$ cat src/rtl/immu_refill_pkg.sv
// Shared definitions for the instruction-side line refill engine and the
// fetch-side cache that consumes its lines.
package immu_refill_pkg;

    localparam int unsigned ADDR_W      = 32;
    localparam int unsigned WORD_W      = 32;
    localparam int unsigned LINE_BYTES  = 32;
    localparam int unsigned LINE_OFF_W  = 5;
    localparam int unsigned BEAT_W      = 3;

    // Width of a line address, i.e. the byte address with the line offset dropped.
    localparam int unsigned LINE_ADDR_W = ADDR_W - LINE_OFF_W;

    typedef logic [LINE_ADDR_W-1:0] line_addr_t;
    typedef logic [BEAT_W-1:0]      beat_t;

    typedef enum logic [1:0] {
        StIdle,
        StFill,
        StDone
    } state_e;

    // Line-address slice of a byte address.
    function automatic line_addr_t line_of(input logic [ADDR_W-1:0] addr);
        return addr[ADDR_W-1:LINE_OFF_W];
    endfunction

    // Byte address of word 'beat' within 'line'.
    function automatic logic [ADDR_W-1:0] word_addr(input line_addr_t line, input beat_t beat);
        return {line, beat, 2'b00};
    endfunction

endpackage

$ cat src/rtl/immu_refill.sv
// Instruction line refill engine: fetches a 32-byte line as eight word reads,
// keeps the last line in a one-entry buffer, and returns zero lines for
// addresses beyond instruction memory.
module immu_refill
    import immu_refill_pkg::*;
#(
    parameter int unsigned LINE_WORDS = 8,
    parameter logic [31:0] IMEM_LIMIT = 32'h0000_8000
) (
    input  logic                         sys_clk,
    input  logic                         rst,
    input  logic                         immu_read,
    input  logic [31:0]                  immu_addr,
    input  logic                         inv,
    output logic                         immu_done,
    output logic [LINE_WORDS*WORD_W-1:0] immu_read_data,
    output logic                         mem_req,
    output logic [31:0]                  mem_addr,
    input  logic                         mem_ack,
    input  logic [31:0]                  mem_rdata
);

    localparam int unsigned LINE_W   = LINE_WORDS * WORD_W;
    localparam beat_t       LastBeat = beat_t'(LINE_WORDS - 1);

    state_e                state_q, state_d;
    line_addr_t            line_q, line_d;
    line_addr_t            tag_q, tag_d;
    logic                  valid_q, valid_d;
    logic                  inv_pend_q, inv_pend_d;
    beat_t                 beat_q, beat_d;
    logic [LINE_W-1:0]     data_q, data_d;
    logic                  done_q, done_d;
    logic                  mem_req_q, mem_req_d;
    logic [31:0]           mem_addr_q, mem_addr_d;

    line_addr_t            req_line;
    logic                  req_above;
    logic                  req_hit;

    assign req_line  = line_of(immu_addr);
    assign req_above = ({req_line, {LINE_OFF_W{1'b0}}} >= IMEM_LIMIT);
    // An invalidate arriving in the same cycle as the compare forces a miss.
    assign req_hit   = valid_q && !inv && (tag_q == req_line);

    // Next-state, buffer and registered-output logic for the refill FSM.
    always_comb begin
        state_d    = state_q;
        line_d     = line_q;
        tag_d      = tag_q;
        valid_d    = valid_q;
        inv_pend_d = inv_pend_q;
        beat_d     = beat_q;
        data_d     = data_q;
        done_d     = 1'b0;
        mem_req_d  = mem_req_q;
        mem_addr_d = mem_addr_q;

        if (inv) begin
            valid_d = 1'b0;
        end

        unique case (state_q)
            StIdle: begin
                if (immu_read) begin
                    line_d = req_line;
                    if (req_above) begin
                        // The zero line overwrites the buffered data, so the
                        // buffer can no longer claim a hit on its tag.
                        data_d  = '0;
                        valid_d = 1'b0;
                        done_d  = 1'b1;
                        state_d = StDone;
                    end else if (req_hit) begin
                        done_d  = 1'b1;
                        state_d = StDone;
                    end else begin
                        beat_d     = '0;
                        valid_d    = 1'b0;
                        inv_pend_d = 1'b0;
                        mem_req_d  = 1'b1;
                        mem_addr_d = word_addr(req_line, '0);
                        state_d    = StFill;
                    end
                end
            end

            StFill: begin
                if (inv) begin
                    inv_pend_d = 1'b1;
                end
                if (mem_ack) begin
                    data_d[int'(beat_q)*WORD_W +: WORD_W] = mem_rdata;
                    if (beat_q == LastBeat) begin
                        // An invalidate seen at any point during the fill keeps
                        // the freshly filled line out of the buffer.
                        valid_d   = !(inv || inv_pend_q);
                        tag_d     = line_q;
                        mem_req_d = 1'b0;
                        done_d    = 1'b1;
                        state_d   = StDone;
                    end else begin
                        beat_d     = beat_q + 1'b1;
                        mem_addr_d = word_addr(line_q, beat_q + 1'b1);
                    end
                end
            end

            StDone: begin
                state_d = StIdle;
            end

            default: begin
                state_d   = StIdle;
                mem_req_d = 1'b0;
            end
        endcase
    end

    // State and output registers; reset clears everything, including any fill in flight.
    always_ff @(posedge sys_clk or posedge rst) begin
        if (rst) begin
            state_q    <= StIdle;
            line_q     <= '0;
            tag_q      <= '0;
            valid_q    <= 1'b0;
            inv_pend_q <= 1'b0;
            beat_q     <= '0;
            data_q     <= '0;
            done_q     <= 1'b0;
            mem_req_q  <= 1'b0;
            mem_addr_q <= '0;
        end else begin
            state_q    <= state_d;
            line_q     <= line_d;
            tag_q      <= tag_d;
            valid_q    <= valid_d;
            inv_pend_q <= inv_pend_d;
            beat_q     <= beat_d;
            data_q     <= data_d;
            done_q     <= done_d;
            mem_req_q  <= mem_req_d;
            mem_addr_q <= mem_addr_d;
        end
    end

    assign immu_done      = done_q;
    assign immu_read_data = data_q;
    assign mem_req        = mem_req_q;
    assign mem_addr       = mem_addr_q;

endmodule

$ cat config.mk
export PLATFORM = sky130hd
export DESIGN_NAME = immu_refill
export DESIGN_NICKNAME = d
export VERILOG_FILES = /design/src/rtl/immu_refill_pkg.sv /design/src/rtl/immu_refill.sv
export SDC_FILE = /design/constraint.sdc
export NUM_CORES = 1
export LEC_CHECK = 0
export BUFFER_PORTS_ARGS = -buffer_cell sky130_fd_sc_hd__buf_2
export CAP_MARGIN = 20
export CORE_UTILIZATION = 55
export DETAILED_ROUTE_END_ITERATION = 7
export PLACE_DENSITY = 0.8
export SLEW_MARGIN = 20
export SYNTH_ARGS = -nofsm -noshare
export SYNTH_HDL_FRONTEND = slang
export SYNTH_SLANG_ARGS = --single-unit
$ cat constraint.sdc
create_clock -name sys_clk -period 29 [get_ports sys_clk]
set_input_delay 5.8 -clock sys_clk [delete_from_list [all_inputs] [get_ports sys_clk]]
set_output_delay 5.8 -clock sys_clk [all_outputs]
set_load 0.01 [all_outputs]
==> run summary, run 1 <==
Layout net count: 1464. The area added between synthesis and finish came out at 23.3%. After synthesis, the largest area contributor takes up 63.5% of total cell area. The die covers 0.0254 mm2.

Dividing total power by cell area gives a power density of 60.8 mW/mm2. After synthesis, the cell types taking the most area are sky130_fd_sc_hd__dfrtp_1 (64%), sky130_fd_sc_hd__a22o_1 (12%), sky130_fd_sc_hd__mux2_2 (6.7%), sky130_fd_sc_hd__nand2_1 (5.0%), sky130_fd_sc_hd__a32o_1 (2.0%). With fillers left out, the area of the finished cells amounts to 0.0168 mm2. Across all register-to-register paths, the minimum setup slack is 26.13 ns. Subtracting the final worst setup slack from the clock period gives 7.86 ns. The number of buffer cells added on primary ports was 351. TritonCTS created 36 clock buffers. Setup repair after global routing left no endpoint under its margin. For the detailed-route wire length, the log shows 38.5 mm.

The worst setup path is of the input pin to flip-flop kind. The tools report the number of setup buffers added after CTS as 0. Dividing the synthesized area by the synthesized cell count gives 12.6 um2.

The worst setup path is captured at a flip-flop. In the final layout, the multi-input gates occupy 0.00451 mm2. The tools report the number of I/O pins as 359. Die span in y: 159 um. The path with the worst hold slack has its endpoint at immu_read_data[135]. Counting instances, the worst hold path has a depth of 2. Terminus of the critical flop-to-flop path: immu_read_data[149]. The initial detailed-routing violation count came out at 957. Once the floorplan was initialized, standard cells occupied 56.0% of the core.

Among all flip-flop cells after synthesis, the most frequent one is sky130_fd_sc_hd__dfrtp_1. Across the VDD grid, the largest voltage drop is 0.0000555 V. TritonCTS built the clock tree.

The tools report the launch instance of the worst register-to-register path as beat_q[0]. The wire length of the first global-routing pass is 59.8 mm. The cell sitting at the root of the clock tree is a sky130_fd_sc_hd__clkbuf_16. Final-report hold violation count: 0. The number of cells traversed by the worst register-to-register path is 9, and the first-pass iteration count of the detailed router is 5.

In this run, synthesis produced a sequential element count of 346. The quantity of hold-fixing buffers added after cts was 0; the number of enable flip-flop cells after synthesis was 0. After floorplanning, the core was divided into 57 placement rows. The total standard cell area after synthesis is 0.0136 mm2, and the worst-margin pin slew is 1.04 ns. Across the routed clock network, the largest skew measured is 0.0111 ns. The run gives 1 as the initial antenna violation count. The logs give 0 ns for the final-layout setup total negative slack and 0.51 ns for the clock latency at the later pin of the worst-skew pair. Ratio of cells with drive above 1 in the final layout: 37.1%. In the post-route analysis, the smallest setup slack over all paths is 21.14 ns.

The area of the core was 0.0243 mm2; the number of max-slew violations in the final report was 0. The detailed router placed 10400 vias in this run. For this run, design rule violations remaining after detail routing come to 0.

Across the run, the number of max-cap violations was 0. The worst-case clock buffer depth is 3. The vias per cell came out at 5.95.

Kind of path behind the tightest hold check: flip-flop to flip-flop. The cell count after synthesis came out at 1083. Required arrival time at the worst endpoint: 29.34 ns.

The largest total area in the synthesized netlist belongs to sky130_fd_sc_hd__dfrtp_1. The leakage power was 9.00 nW; the area after detailed placement was 0.0155 mm2. The tools report the worst-case headroom to the max-slew limit as 30.4%. The startpoint of the lowest-slack hold path is immu_read_data[135]. For the number of different library cells in the post-synthesis netlist, the log shows 37. The run finished with clean final reports. Global routing used 30.5% of the available tracks across all layers. The final global-route overflow total was 0. The global placer's final weighted congestion is 0.812. Entering global routing, the biggest net connects 184 pins.

Of all nets on the critical path, the largest fanout is 64. The repair_antennas step left the layout with diodes totalling 0. The die is 159 um wide.

The count of nets left with antenna violations once routing finished came out at 0. During synthesis, Yosys emitted a total of 0 warnings. Sequential cells were found to cover 63.5% of the synthesized design area.

For this run, asynchronously set or reset flops after synthesis account for 100%. The maximum clock frequency was 127 MHz; the post-route fraction of the period consumed by the critical path was 27.1%. The logs give 25.2 mm for the post-DP HPWL and 9977 for the number of global-route vias before repair. The clock-pin transition on the worst setup and hold timing paths is 0.06 ns, and the minimum setup slack after placement is 20.62 ns. The worst setup path is launched from an input pin. The setup violation total in the final timing report was 0.

Summing all flip-flop and latch instances after layout gives 0.00866 mm2. Counting the fill cells in the layout gives 1766. Worst endpoint data arrival time: 8.20 ns. The run gives 0 as the post-cts sizing count. The H-tree was split into 2 levels. The total number of clock tree sinks is 346. Tracing the worst setup path back leads to its startpoint at immu_addr[16]. Dividing the detail-routed wire length by the instance count gives 22.1 um.
final cells by class:
| cell class | count | area share [%] |
|---|---|---|
| Clock buffer | 49 | 6.19 |
| Clock inverter | 14 | 1.14 |
| Inverter | 6 | 0.179 |
| Multi-Input combinational cell | 629 | 26.8 |
| Sequential cell | 346 | 51.5 |
| Tap cell | 324 | 2.41 |
| Timing Repair Buffer | 372 | 11.7 |
cell usage in the layout, fill, tap and decap left out, drive strengths merged, types with 2 or more instances in the layout:
cell    netlist  layout
dfrtp       346     346
nor3          6       6
o21a          2       2
conb          1       2
nor2         18      18
a21oi         4       4
a22o        188     188
nor2b         4       4
nand2       181     181
ha            4       4
nand3         3       3
nor4          3       3
buf          74     372
and2          3       3
xnor2        27      27
mux2         81      81
bufinv        0       4
nand2b        3       3
clkbuf       29      49
and3          2       2
nand4        10      10
inv           6       9
a32o         27      27
clkinv        0       6
o21ai        53      53
per-layer routing:
| layer | share of wire, % | GRT usage [%] |
|---|---|---|
| met1 | 41 | 41.3 |
| met2 | 47 | 48.3 |
| met3 | 7.7 | 6.54 |
| met4 | 4.0 | 12.4 |
| met5 | 0.021 | 0 |
flip-flops by register name, indices dropped and copies added (netlist names):
register        cells
tag_q              27
inv_pend_q          1
state_q             2
immu_done           1
line_q             27
beat_q              2
immu_read_data    256
mem_req             1
mem_addr           28
valid_q             1
logic make-up (layout without fill, tap and decap cells):
family / Yosys count / in the layout / synth area share [%]
buf+inv: 109 / 441 / 3.76
other cells: 1 / 2 / 0.0275
fa+ha+maj: 4 / 4 / 0.367
mux: 81 / 81 / 6.69
simple gates: 237 / 237 / 7.34
compound gates: 278 / 278 / 16.5
xor+xnor: 27 / 27 / 1.74
flops: 346 / 346 / 63.5
synth_stat cells, types with 4 or more instances:
cell and count:
sky130_fd_sc_hd__nor2_1 18, sky130_fd_sc_hd__buf_2 29, sky130_fd_sc_hd__nor2b_1 4, sky130_fd_sc_hd__a22o_1 188, sky130_fd_sc_hd__a32o_1 27, sky130_fd_sc_hd__mux2_2 81
sky130_fd_sc_hd__xnor2_1 27, sky130_fd_sc_hd__nand4_1 10, sky130_fd_sc_hd__buf_6 8, sky130_fd_sc_hd__dfrtp_1 346, sky130_fd_sc_hd__ha_1 4, sky130_fd_sc_hd__inv_1 6
sky130_fd_sc_hd__a21oi_1 4, sky130_fd_sc_hd__nor3_1 5, sky130_fd_sc_hd__clkbuf_1 29, sky130_fd_sc_hd__nand2_1 181, sky130_fd_sc_hd__o21ai_0 52, sky130_fd_sc_hd__buf_1 35
critical path, cell delays in order:
cell                       delay (ns)
sky130_fd_sc_hd__buf_2           0.13
sky130_fd_sc_hd__or4_4           0.55
sky130_fd_sc_hd__nor3_4          0.22
sky130_fd_sc_hd__a311oi_4        0.12
sky130_fd_sc_hd__buf_4           0.27
sky130_fd_sc_hd__nand2_2         0.79
sky130_fd_sc_hd__o21ai_0         0.26
per-stage QoR:
| step | utilization [%] | hold WS, ns | total power [mW] | instances |
|---|---|---|---|---|
| global route | 69.1 | 0.498 | 1.05 | 1740 |
| finish | 69.1 | 0.475 | 1.02 | 1740 |
| CTS | 68.9 | 0.478 | 1.03 | 1738 |
| floorplan | - | 0.492 | 0.534 | 1084 |
| global placement | 63.8 | 0.458 | 0.551 | 1675 |
| detailed placement | 63.8 | 0.465 | 0.553 | 1675 |
worst max-delay path by stage:
stage | endpoint | slack [ns] | depth (start not counted)
after floorplan | beat_q[0] | 13.61 | 1
after global placement | immu_read_data[149] | 20.69 | 7
after detailed placement | immu_read_data[143] | 20.62 | 7
after CTS | immu_read_data[143] | 21.14 | 7
after global routing | immu_read_data[149] | 20.96 | 7
final | immu_read_data[147] | 21.14 | 7
report_power, final:
group          internal, mW  leakage [nW]  total [mW]  switching (mW)
combinational        0.0142          3.64      0.0510          0.0368
sequential            0.489          4.75       0.494         0.00489
clock                 0.289         0.606       0.477           0.188
Power figures use the tool's default switching activity.
==> run 2, diff against run 1 <==
--- a/config.mk
+++ b/config.mk
@@ -7,9 +7,9 @@
 export LEC_CHECK = 0
 export BUFFER_PORTS_ARGS = -buffer_cell sky130_fd_sc_hd__buf_2
 export CAP_MARGIN = 20
-export CORE_UTILIZATION = 55
+export CORE_UTILIZATION = 48
 export DETAILED_ROUTE_END_ITERATION = 7
-export PLACE_DENSITY = 0.8
+export PLACE_DENSITY = 0.74
 export SLEW_MARGIN = 20
 export SYNTH_ARGS = -nofsm -noshare
 export SYNTH_HDL_FRONTEND = slang
==> constraint.sdc (replaced) <==
create_clock -name sys_clk -period 7.1 [get_ports sys_clk]
set_input_delay 1.42 -clock sys_clk [delete_from_list [all_inputs] [get_ports sys_clk]]
set_output_delay 1.42 -clock sys_clk [all_outputs]
set_load 0.01 [all_outputs]
==> run summary, run 2 (synthesis gave the netlist of run 1 again) <==
The routed wirelength normalized by instance count works out to 22.0 um. The initialized floorplan defines 61 standard-cell rows. The logs give 0.475 ns for the worst hold slack after final layout and 0 for the quantity of hold-fixing buffers added after cts. For the leakage power, the log shows 8.97 nW. The worst endpoint data arrival time was 3.87 ns; the detailed-route via count was 10200.

The area added between synthesis and finish was 23.4%. Number of max-slew violations in the final report: 0. The flow ran to the end, and the final reports show no timing, DRC or antenna violations.

The tools report the root cell of the clock tree as sky130_fd_sc_hd__clkbuf_16. Startpoint class of the critical path: an input pin. The setup violation total in the final timing report is 0.

Post-CTS repair changed the size of 0 cells. The number of flip-flops in the largest register is 256. The detailed-route wire length is 39.5 mm, and the worst-margin pin slew is 1.06 ns. The critical path starts at immu_addr[16].

The sequential cells in the finished layout cover a total of 0.00866 mm2. For this design the top-level I/O count stands at 359. The run gives 0 as the final-report hold violation count.

The pin count of the biggest net entering global routing is 197, and the count of antenna-violating nets left after detailed routing is 0. The kind of path behind the tightest hold check was flip-flop to flip-flop. Routability-driven placement finished with a final weighted congestion of 0.813. Counting along the longest clock path gives a buffer depth of 3.

The setup check on the worst reg-to-reg path leaves a slack of 3.84 ns. The number of global-route vias before repair is 9909. The smallest clock period supported by the final layout is computed as 3.48 ns. The worst register-to-register path ends at immu_read_data[58]. The critical path start-end classification is input pin to flip-flop. The worst-path maximum fanout was 16; the DRC violation count after routing was 0.

The tools report the initial detailed-routing violation count as 1004. Layout net count: 1464. The run gives 2 as the number of H-tree branching levels. Detailed placement finished with a half-perimeter wire length of 25.9 mm.

The maximum clock frequency came out at 288 MHz. Setup repair after global routing left no endpoint under its margin. The clock reaches the later pin of the worst-skew pair after 0.52 ns. At the worst endpoint, the required time is 7.49 ns. Area of the core: 0.0279 mm2.

Fill cells in the final layout number 2183. The tools report the end of the critical path as mem_addr[28]. Summed over all layers, the global routing overflow is 0. Power spread over the standard cell area amounts to 245 mW/mm2. The run gives 0 as the max-cap violation count. TritonCTS built the clock tree. The number of antenna diodes was 0. The first-pass iteration count of the detailed router was 7. In the layout the commonest cells are sky130_fd_sc_hd__buf_2 (351), sky130_fd_sc_hd__dfrtp_1 (346), sky130_fd_sc_hd__a22o_1 (188), sky130_fd_sc_hd__nand2_1 (180), sky130_fd_sc_hd__mux2_2 (81). For the effective utilization at floorplan, the log shows 48.9%. Using the TritonRoute via totals, the vias-per-cell ratio works out to 5.68. The largest voltage drop on the vdd net was 0.000173 V; the number of cells traversed by the worst register-to-register path was 7. Summing all multi-input logic gate instances after layout gives 0.00451 mm2. Global routing consumed, over all layers together, 27.1% of the routing resources. The chip width is 170 um, and the setup skew after layout is 0.0139 ns.

Clock-pin slew was measured on the worst setup and hold paths at 0.06 ns. Of the cells placed in the final design, the portion with a size suffix greater than 1 is 36.7%. Buffers inserted during clock tree synthesis total 36. The floorplan step defined a die boundary enclosing 0.0291 mm2.

Number of buffer cells added on primary ports: 351. Final-layout setup total negative slack: 0 ns. The startpoint identified for the worst register-to-register timing path is state_q[0]. The worst setup path is captured at a flip-flop. The run gives 29.0% as the worst-case headroom to the max-slew limit.

The initial antenna violation count was 1. The first global-routing pass estimated 59.6 mm of wire. The die is 170 um tall. Most frequent standard cell in the layout excluding fill and tap cells: sky130_fd_sc_hd__buf_2. The total number of clock tree sinks came out at 346.

The number of setup buffers added after CTS was 0. The post-route fraction of the period consumed by the critical path is 49.0%.
[run 2: critical path, cell delays in order]
cell	delay, ns
sky130_fd_sc_hd__buf_2	0.14
sky130_fd_sc_hd__or4_4	0.55
sky130_fd_sc_hd__nor3_4	0.22
sky130_fd_sc_hd__a31oi_1	0.12
sky130_fd_sc_hd__nor2_1	0.10
sky130_fd_sc_hd__o21a_1	0.57
sky130_fd_sc_hd__buf_4	0.38
sky130_fd_sc_hd__mux2_2	0.37
[run 2: how the worst min path moves through the flow]
stage                              startpoint                   to  slack, ns  cells after the start
after global placement    immu_read_data[148]  immu_read_data[148]       0.46                      2
after floorplan                    inv_pend_q           inv_pend_q       0.49                      2
final                     immu_read_data[128]  immu_read_data[128]       0.47                      2
after CTS                 immu_read_data[128]  immu_read_data[128]       0.48                      2
after detailed placement  immu_read_data[141]  immu_read_data[141]       0.47                      2
after global routing      immu_read_data[131]  immu_read_data[131]       0.49                      2
[run 2: metrics by stage]
| step | worst slack (ns) | util [%] | instances | instance area (um2) | power (mW) |
|---|---|---|---|---|---|
| 6_report | 3.62 | 60.4 | 1794 | 16800 | 4.12 |
| 3_3_place_gp | 3.13 | 56.0 | 1729 | 15600 | 2.26 |
| 2_1_floorplan | 1.05 | - | 1084 | 13600 | 2.18 |
| 4_1_cts | 3.61 | 60.2 | 1792 | 16800 | 4.15 |
| 3_5_place_dp | 3.06 | 56.0 | 1729 | 15600 | 2.26 |
| 5_1_grt | 3.39 | 60.4 | 1794 | 16800 | 4.25 |
[run 2: layer usage]
metal,GRT usage [%],share of wire (%),vias to the layer above
met2,43.3,47,438
met3,7.00,7.7,78
met1,36.2,42,5169
met5,0,0.033,-
met4,8.50,2.9,2
li1,-,-,4508
[run 2: layout make-up]
class | count | share of cell area [%]
multi-input combinational | 629 | 26.8
inverter | 6 | 0.156
timing repair buffer | 372 | 11.8
clock inverter | 12 | 0.997
tap | 378 | 2.81
sequential | 346 | 51.5
clock buffer | 51 | 5.94
[run 2: where the power goes]
| group | switching, mW | internal (mW) |
|---|---|---|
| logic | 0.154 | 0.0585 |
| clock network | 0.762 | 1.13 |
| registers | 0.0199 | 2.00 |
| total | 0.936 | 3.19 |
==> run 3, diff against run 2 <==
==> constraint.sdc (replaced) <==
create_clock -name sys_clk -period 2.8 [get_ports sys_clk]
set_input_delay 0.56 -clock sys_clk [delete_from_list [all_inputs] [get_ports sys_clk]]
set_output_delay 0.56 -clock sys_clk [all_outputs]
set_load 0.01 [all_outputs]
==> run summary, run 3 (synthesis gave the netlist of run 1 again) <==
For the worst setup path, the data required time is 3.24 ns. The multi-input combinational cells in the finished layout cover a total of 0.00451 mm2. Cells with a size suffix above 1 make up 37.7% of the layout. The worst setup path is captured at a flip-flop. The worst-case clock buffer depth came out at 3. The later pin in the worst-skew pair is clocked with a latency of 0.53 ns. Entering global routing, the biggest net connects 84 pins. Post-route fraction of the period consumed by the critical path: 91.4%. Post-CTS repair changed the size of 0 cells.

The area added between synthesis and finish was 25.3%; the number of flip-flops in the largest register was 256. For the number of global-route vias before repair, the log shows 10000. Internal power comes to 8.02 mW. The run gives 0 as the final-report hold violation count.

The detail route stage leaves a number of antenna-violating nets equal to 0. Worst endpoint data arrival time: 3.00 ns. The clock arrives with 0.0201 ns of skew. TritonCTS built the clock tree. Setup repair after global routing left no endpoint under its margin. Setup total negative slack on the finished layout was measured at 0 ns. In this run, CTS created clock tree buffers numbering 37.

VDD sags by at most 0.000496 V. The flow ran to the end, and the final reports show no timing, DRC or antenna violations. The routed wirelength normalized by instance count is 21.8 um.

The signal on the critical path passes through inv_1, ha_1, ha_1, nand2b_1, nor2_1, and3_2, a22o_1. The time the final worst path needs with I/O delays and setup is 2.56 ns, and the number of setup buffers added after CTS is 0. The number of buffer cells added on primary ports was 351; the longest individual stage delay on the worst path was 0.75 ns.

At the end of the flow, the number of nets in the layout was 1485. For the effective utilization at floorplan, the log shows 48.9%. For this run, design rule violations remaining after detail routing come to 0. In this run the critical register-to-register path is captured at immu_read_data[102].

The total overflow left after global routing is 0. After floorplanning, the core was divided into 61 placement rows. In this run the worst path has a maximum fanout of 32. Across all hold checks on the routed design, the worst slack comes to 0.0366 ns.

The launch instance of the worst register-to-register path was beat_q[0]. Initial antenna violation count: 3. The detailed-route via count was 10300; the total number of clock tree sinks was 346. The number of max-slew violations in the final report was 0; the fraction of the core area covered by cells at the end of the flow was 61.3%. After detailed routing, the number of vias per cell comes to 5.69. The logs give 2.38 mW for the total net switching power and 0.0291 mm2 for the overall die area.

The setup violation total in the final timing report is 0. The run gives 27.2 mm as the post-DP HPWL. Hold repair after CTS inserted 0 buffers. The switching share of total power works out to 22.9%. The tree is rooted in a sky130_fd_sc_hd__clkbuf_16. Leaving out fill and tap cells, the most frequent cells in the layout are sky130_fd_sc_hd__buf_2 (351), sky130_fd_sc_hd__dfrtp_1 (346), sky130_fd_sc_hd__a22o_1 (188), sky130_fd_sc_hd__nand2_1 (180), sky130_fd_sc_hd__mux2_2 (81). The most prevalent standard cell on the critical path is sky130_fd_sc_hd__ha_1. Overall power consumption after layout is estimated at 10.4 mW. The sequential cells in the finished layout cover a total of 0.00866 mm2. The first global-routing pass estimated 60.1 mm of wire. Counting the fill cells in the layout gives 2216. The number of I/O pins was 359. The run gives 0.24 ns as the reg-to-reg setup timing slack. Wires add up to 39.5 mm.

The run gives 49.3% as the sequential share of power. STA classifies the critical path startpoint as a flip-flop. Chip width: 170 um.

Among all stages on the critical path, the largest delay is contributed by sky130_fd_sc_hd__and3_2. The worst setup path is of the flip-flop to flip-flop kind. The run gives 44.5% as the worst-case headroom to the max-slew limit.

The share of total power in the clock network came out at 45.3%. For the maximum clock frequency, the log shows 391 MHz. The die span in y is 170 um, and the number of H-tree branching levels is 2. The analysis attributes to cell leakage a power of 9.10 nW. The areal power density over the cells is 609 mW/mm2, and the initial detailed-routing violation count is 864. Per report_power, the combinational group accounts for 5.4% of the total. For the pin with the worst max-slew slack, the measured transition is 0.833 ns.

The first-pass iteration count of the detailed router came out at 5. The library cell used most frequently in the layout, excluding fill and tap cells, is sky130_fd_sc_hd__buf_2. The number of cells on the worst reg-to-reg path is 7. The tool flagged a number of max-cap violations equal to 0. Tracing the worst setup path back leads to its startpoint at beat_q[0]. In this run the standard cell core region covers 0.0279 mm2. The clock-pin transition on the worst setup and hold timing paths works out to 0.06 ns. The tools report the end of the critical path as immu_read_data[102]. Routability-driven placement finished with a final weighted congestion of 0.815. The combined global-route utilization of all metal layers was 27.3%. In this run the worst hold path is classified as input pin to asynchronous set/reset pin.
[run 3: how the worst min path moves through the flow]
stage	start	to	cells past startpoint
floorplan	inv_pend_q	inv_pend_q	2
global placement	immu_read_data[152]	immu_read_data[152]	2
detailed placement	immu_read_data[132]	immu_read_data[132]	2
CTS	rst	immu_read_data[254]	2
global route	rst	immu_read_data[254]	2
finish	rst	immu_read_data[254]	2
[run 3: worst max-delay path, delay by kind of cell, from the launching register on]
kind | cells | cell delay (ns)
flops | 1 | 0.48
buf+inv | 1 | 0.13
simple gates | 3 | 1.01
compound gates | 1 | 0.24
fa+ha+maj | 2 | 0.61
[run 3: power by group through the flow]
| stage | sequential, mW | combinational, mW | clock [mW] |
|---|---|---|---|
| floorplan | 5.20 | 0.334 | 0 |
| global placement | 5.20 | 0.558 | 0 |
| detailed placement | 5.21 | 0.567 | 0 |
| CTS | 5.12 | 0.569 | 4.78 |
| global route | 5.13 | 0.615 | 4.99 |
| finish | 5.12 | 0.563 | 4.71 |
[run 3: cell type report]
cell class	count	share of cell area, %
Sequential cell	346	50.7
Inverter	6	0.154
Multi-Input combinational cell	629	26.4
Clock inverter	7	0.506
Tap cell	378	2.77
Timing Repair Buffer	392	13.0
Antenna cell	2	0.0293
Clock buffer	56	6.37
[run 3: stage by stage]
step	setup WS, ns	area, um2	instances
after floorplan	-2.39	13600	1084
after global placement	0.0771	15900	1751
after detailed placement	0.0219	15900	1751
after CTS	0.261	17100	1814
after global routing	0.114	17100	1816
final	0.240	17100	1816
[run 3: per-layer routing]
layer	up-vias	part of all wire, %	track usage, %
li1	4551	-	-
met2	494	48	44.7
met5	-	0.020	0
met1	5203	41	35.5
met4	2	3.2	10.0
met3	87	8.2	6.35
